`src/rtl/mesa_ascii2byte_pkg.sv`:
```
// Shared types and constants for the Mesa ASCII-hex receive decoder.
package mesa_ascii2byte_pkg;

    localparam logic [7:0] ASCII_LF = 8'h0A;
    localparam logic [7:0] ASCII_CR = 8'h0D;
    localparam logic [7:0] ASCII_SP = 8'h20;

    typedef enum logic [1:0] {
        ERR_OVERFLOW = 2'd0,
        ERR_BADCHAR  = 2'd1,
        ERR_ODDNIB   = 2'd2,
        ERR_TIMEOUT  = 2'd3
    } err_code_t;

    // HI: a completed byte sits in the hold register, waiting for the next high nibble
    typedef enum logic [1:0] {
        ST_IDLE,
        ST_HI,
        ST_LO,
        ST_DISCARD
    } state_t;

endpackage

```
`src/rtl/mesa_hex2nib.sv`:
```
// Combinational ASCII character classifier and hex-digit-to-nibble converter.
module mesa_hex2nib
    import mesa_ascii2byte_pkg::*;
(
    input  logic [7:0] char_d,
    output logic       is_hex,
    output logic       is_term,
    output logic       is_space,
    output logic [3:0] nib
);

    // Classify the char and convert hex digits; letters sit at offset 9 from their low bits
    always_comb begin
        is_hex   = 1'b0;
        nib      = '0;
        is_term  = (char_d == ASCII_LF) || (char_d == ASCII_CR);
        is_space = (char_d == ASCII_SP);
        if (char_d >= 8'h30 && char_d <= 8'h39) begin
            is_hex = 1'b1;
            nib    = char_d[3:0];
        end else if ((char_d >= 8'h41 && char_d <= 8'h46) ||
                     (char_d >= 8'h61 && char_d <= 8'h66)) begin
            is_hex = 1'b1;
            nib    = char_d[3:0] + 4'd9;
        end
    end

endmodule

```
`src/rtl/mesa_ascii2byte.sv`:
```
// Mesa Ro host receive decoder: ASCII hex chars in, framed binary bytes out.
module mesa_ascii2byte
    import mesa_ascii2byte_pkg::*;
#(
    parameter int unsigned MAX_BYTES   = 256,
    parameter int unsigned TIMEOUT_CYC = 65535,
    parameter int unsigned LEN_W       = 9
)(
    input  logic             clk,
    input  logic             reset,
    input  logic             rx_char_en,
    input  logic [7:0]       rx_char_d,
    output logic             rx_byte_en,
    output logic [7:0]       rx_byte_d,
    output logic             rx_byte_sop,
    output logic             rx_byte_eop,
    output logic             rx_err_en,
    output logic [1:0]       rx_err_code,
    output logic [LEN_W-1:0] rx_pkt_len,
    output logic             rx_busy
);

    localparam int unsigned TMR_W = (TIMEOUT_CYC < 2) ? 1 : $clog2(TIMEOUT_CYC + 1);

    state_t             state_q, state_d;
    logic [3:0]         nib_q, nib_d;
    logic [7:0]         hold_q, hold_d;
    logic               hold_vld_q, hold_vld_d;
    logic               hold_sop_q, hold_sop_d;
    logic [LEN_W-1:0]   len_q, len_d;
    logic [TMR_W-1:0]   tmr_q, tmr_d;
    logic               byte_en_d, sop_d, eop_d, err_en_d;
    logic [7:0]         byte_d_d;
    logic [1:0]         err_code_d;

    logic               is_hex, is_term, is_space;
    logic [3:0]         nib;
    logic               is_bad;

    mesa_hex2nib u_hex2nib (
        .char_d   (rx_char_d),
        .is_hex   (is_hex),
        .is_term  (is_term),
        .is_space (is_space),
        .nib      (nib)
    );

    assign is_bad  = !is_hex && !is_term && !is_space;
    assign rx_busy = (state_q != ST_IDLE);

    // Next-state, hold-back and strobe logic; a char and a timer expiry never coincide,
    // so at most one of byte/err strobes is raised per cycle
    always_comb begin
        state_d    = state_q;
        nib_d      = nib_q;
        hold_d     = hold_q;
        hold_vld_d = hold_vld_q;
        hold_sop_d = hold_sop_q;
        len_d      = len_q;
        tmr_d      = '0;
        byte_en_d  = 1'b0;
        byte_d_d   = rx_byte_d;
        sop_d      = 1'b0;
        eop_d      = 1'b0;
        err_en_d   = 1'b0;
        err_code_d = rx_err_code;

        if (rx_char_en) begin
            if (is_bad && state_q != ST_DISCARD) begin
                err_en_d   = 1'b1;
                err_code_d = ERR_BADCHAR;
                hold_vld_d = 1'b0;
                state_d    = ST_DISCARD;
            end else begin
                unique case (state_q)
                    ST_IDLE: begin
                        if (is_hex) begin
                            nib_d   = nib;
                            len_d   = '0;
                            state_d = ST_LO;
                        end
                    end
                    ST_LO: begin
                        if (is_hex) begin
                            if (len_q == LEN_W'(MAX_BYTES)) begin
                                err_en_d   = 1'b1;
                                err_code_d = ERR_OVERFLOW;
                                hold_vld_d = 1'b0;
                                state_d    = ST_DISCARD;
                            end else begin
                                if (hold_vld_q) begin
                                    byte_en_d = 1'b1;
                                    byte_d_d  = hold_q;
                                    sop_d     = hold_sop_q;
                                end
                                hold_d     = {nib_q, nib};
                                hold_vld_d = 1'b1;
                                hold_sop_d = !hold_vld_q;
                                len_d      = len_q + LEN_W'(1);
                                state_d    = ST_HI;
                            end
                        end else if (is_term) begin
                            err_en_d   = 1'b1;
                            err_code_d = ERR_ODDNIB;
                            hold_vld_d = 1'b0;
                            state_d    = ST_IDLE;
                        end
                    end
                    ST_HI: begin
                        if (is_hex) begin
                            nib_d   = nib;
                            state_d = ST_LO;
                        end else if (is_term) begin
                            byte_en_d  = 1'b1;
                            byte_d_d   = hold_q;
                            sop_d      = hold_sop_q;
                            eop_d      = 1'b1;
                            hold_vld_d = 1'b0;
                            state_d    = ST_IDLE;
                        end
                    end
                    ST_DISCARD: begin
                        if (is_term) state_d = ST_IDLE;
                    end
                    default: state_d = ST_IDLE;
                endcase
            end
        end else if ((state_q == ST_LO || state_q == ST_HI) && TIMEOUT_CYC != 0) begin
            tmr_d = tmr_q + TMR_W'(1);
            if (tmr_d == TMR_W'(TIMEOUT_CYC)) begin
                tmr_d      = '0;
                err_en_d   = 1'b1;
                err_code_d = ERR_TIMEOUT;
                hold_vld_d = 1'b0;
                state_d    = ST_IDLE;
            end
        end
    end

    // State, datapath and registered output strobes
    always_ff @(posedge clk or negedge reset) begin
        if (!reset) begin
            state_q     <= ST_IDLE;
            nib_q       <= '0;
            hold_q      <= '0;
            hold_vld_q  <= 1'b0;
            hold_sop_q  <= 1'b0;
            len_q       <= '0;
            tmr_q       <= '0;
            rx_byte_en  <= 1'b0;
            rx_byte_d   <= '0;
            rx_byte_sop <= 1'b0;
            rx_byte_eop <= 1'b0;
            rx_err_en   <= 1'b0;
            rx_err_code <= '0;
        end else begin
            state_q     <= state_d;
            nib_q       <= nib_d;
            hold_q      <= hold_d;
            hold_vld_q  <= hold_vld_d;
            hold_sop_q  <= hold_sop_d;
            len_q       <= len_d;
            tmr_q       <= tmr_d;
            rx_byte_en  <= byte_en_d;
            rx_byte_d   <= byte_d_d;
            rx_byte_sop <= sop_d;
            rx_byte_eop <= eop_d;
            rx_err_en   <= err_en_d;
            rx_err_code <= err_code_d;
        end
    end

    assign rx_pkt_len = len_q;

endmodule
```
`config.mk`:
```
export PLATFORM = sky130hd
export DESIGN_NAME = mesa_ascii2byte
export DESIGN_NICKNAME = d
export VERILOG_FILES = /design/src/rtl/mesa_ascii2byte_pkg.sv /design/src/rtl/mesa_hex2nib.sv /design/src/rtl/mesa_ascii2byte.sv
export SDC_FILE = /design/constraint.sdc
export NUM_CORES = 1
export LEC_CHECK = 0
export CORE_AREA = 2 2 70 122
export CTS_CLUSTER_DIAMETER = 60
export DETAILED_ROUTE_END_ITERATION = 8
export DIE_AREA = 0 0 72 124
export GPL_ROUTABILITY_DRIVEN = 0
export PLACE_DENSITY = 0.58
export SLEW_MARGIN = 20
export SYNTH_ARGS = -nofsm -noshare
export SYNTH_HDL_FRONTEND = slang
export SYNTH_SLANG_ARGS = --single-unit
```
`constraint.sdc`:
```
create_clock -name clk -period 2.87 [get_ports clk]
set_input_delay 0.574 -clock clk [delete_from_list [all_inputs] [get_ports clk]]
set_output_delay 0.574 -clock clk [all_outputs]
set_load 0.005 [all_outputs]
```
==> flow_summary.ini <==
[timing]
maxSlewHeadroom = 0.570
maxSlewViolCount = 0
setup_viol = 0
fin_worst_skew_ns = 0.00581
hold_ws_ns = 0.106
setup_slack_ns = 0.108
fin_tns_setup_ns = 0
period_minus_slack_ns = 2.76
finalHoldViolations = 0
worst_pin_slew_ns = 0.645
fmax_ghz = 0.362
period_share = 0.962
rsz0062_at_grt = false

[clock_tree]
clock_sinks = 55
cts.path.max_buffers = 2
cts_tree = built
clk_latency_ns = 0.30
cts_made_buffers = 5
root_buffer = clkbuf_16
path_clk_slew_ns = 0.07
postCtsHoldBufs = 0
htree_levels = 2

[routing]
route.vias.total = 2619
drc_errors = 0
post_drt_wl_per_cell_um = 15.7
ant_nets = 0
drtIter0Drc = 117
drt-vias-per-instance = 5.54
drtPass1Iterations = 6
finalWirelength_mm = 7.40

[layout]
layout.cells.non_filler = 473
post-route-util = 0.502
antenna_cells = 0
drive_gt1_frac = 0.191
syn_to_final_growth_pct = 28.6
finish.net_count = 405
finalInstanceArea_um2 = 3970

[placed_design]
dpl_cell_area_um2 = 3770
dp_hpwl_mm = 5.62
placed_cells = 464
preCtsSetupSlack_ns = -0.344
io_buffers = 34

[floorplanning]
rows = 43
fp.dieArea_um2 = 8930
start_util = 0.390
io_pins = 35
die_x_um = 72
core_area_um2 = 7910
die_h_um = 124

[global_routing]
antenna_found_initial = 0
grt_usage = 0.181
grt_start_max_net_pins = 50
grt_pass1_vias = 2662
grt-ovfl-total = 0
grt_pass1_wl_mm = 12.5

[yosys]
netlist_instances = 312
synth_edf_count = 0
async_reset_ff_frac = 1.00
ys_seq_area_frac = 0.446
syn_area_per_cell_um2 = 9.89
ys_types = 59
synthTopCellsByArea = dfrtp_1 45%, ha_1 4.9%, o21ai_0 4.7%, mux2_2 4.4%, nand2_1 3.5%
syn_nets = 335
yosysMostFrequentCell = dfrtp_1
yosysTopAreaCell = dfrtp_1
synth_area_um2 = 3080
synth_ff_type = dfrtp_1
synth_commonest_cells = 55 x dfrtp_1, 29 x nand2_1, 29 x o21ai_0
ys_ff_latch = 55
synth.top_cell.area_share = 0.446
yosysWarnings = 0

[worst_setup_path]
regToRegEndpoint = hold_vld_q
critical_path.endpoint = rx_byte_d[7]
start_kind = input pin
r2r_cells = 7
worstSetupEndpointType = register
r2r_setup_slack_ns = 0.36
rr_startpoint = tmr_q[0]
cp_max_fo = 8
required_ns = 3.05
crit_path_start = rx_char_d[2]
critPathArrivalTime_ns = 2.94
crit_type = input pin to register

[min_path]
hold_class = input pin to async pin

[power]
p_leak_nw = 1.74
total_power_mw = 2.35
irDropWorstVdd_mv = 0.431
power_density_nw_per_um2 = 593

[status]
run_status = completed

[job]
drv_cap = 0
-- layer usage --
layer	vias to the layer above	global-route usage	wire, um
met2	48	0.348	4170
li1	1269	-	-
met5	-	0	0
met3	18	0.0299	188
met1	1284	0.183	2780
met4	0	0.0884	267
-- cells by family after synthesis --
logic type,share of synthesized area
flops,0.446
buf+inv,0.0349
mux,0.0471
fa+ha+maj,0.0487
xor+xnor,0.0398
compound gates,0.160
simple gates,0.223
-- cell usage in the layout (no fill, tap or decap), drive strengths merged, types with 3 or more instances in the layout --
cell type and count:
clkbuf 5, xor2 10, buf 39, nor4b 4
clkdlybuf4s50 31, and2 6, nor2 26, o31ai 5
nor4 6, dfrtp 55, nor3 5, a21oi 13
nand3 12, and3 5, ha 12, nand2b 5
inv 13, o21ai 29, a21o 3, nor2b 7
xnor2 4, nand2 29, nand4 8, mux2 12
-- registers in the layout, indices dropped and copies added (netlist names), 2 cells and up --
signal	cells
rx_byte_d	8
state_q	2
hold_q	8
rx_pkt_len	9
tmr_q	16
rx_err_code	2
nib_q	4
-- timing repair --
item                       4_1_cts  5_1_grt
resized for setup                0        5
pin swaps                        2        1
setup endpoints to repair        8        8
buffers inserted                 1        0
-- critical path: stages --
cell	delay [ns]
clkdlybuf4s50_1	0.57
buf_4	0.16
nand2_1	0.09
o311a_1	0.39
nor4_2	0.32
buf_4	0.19
a2bb2oi_4	0.16
a211oi_4	0.06
buf_12	0.15
mux2_2	0.26
-- power breakdown --
group	internal (mW)	total, mW	switching, mW	leakage, nW
clock	0.338	0.639	0.301	0.0776
sequential	0.844	0.917	0.0732	0.750
combinational	0.392	0.795	0.403	0.914
-- how the worst min path moves through the flow --
stage                           end  cells past startpoint  slack, ns   from
final                     tmr_q[14]                      1       0.11  reset
after global routing      tmr_q[12]                      1       0.10  reset
after CTS                 tmr_q[12]                      1       0.10  reset
after detailed placement  tmr_q[12]                      1       0.43  reset
after global placement    tmr_q[11]                      1       0.42  reset
after floorplan           hold_q[0]                      0       0.28  reset
-- final cells by class --
class                           instances  area, um^2
Clock buffer                            5         125
Clock inverter                          3        33.8
Fill cell                             741        3940
Inverter                               11        41.3
Multi-Input combinational cell        237        1610
Sequential cell                        55        1380
Tap cell                               90         113
Timing Repair Buffer                   72         663
Power figures use the tool's default switching activity.
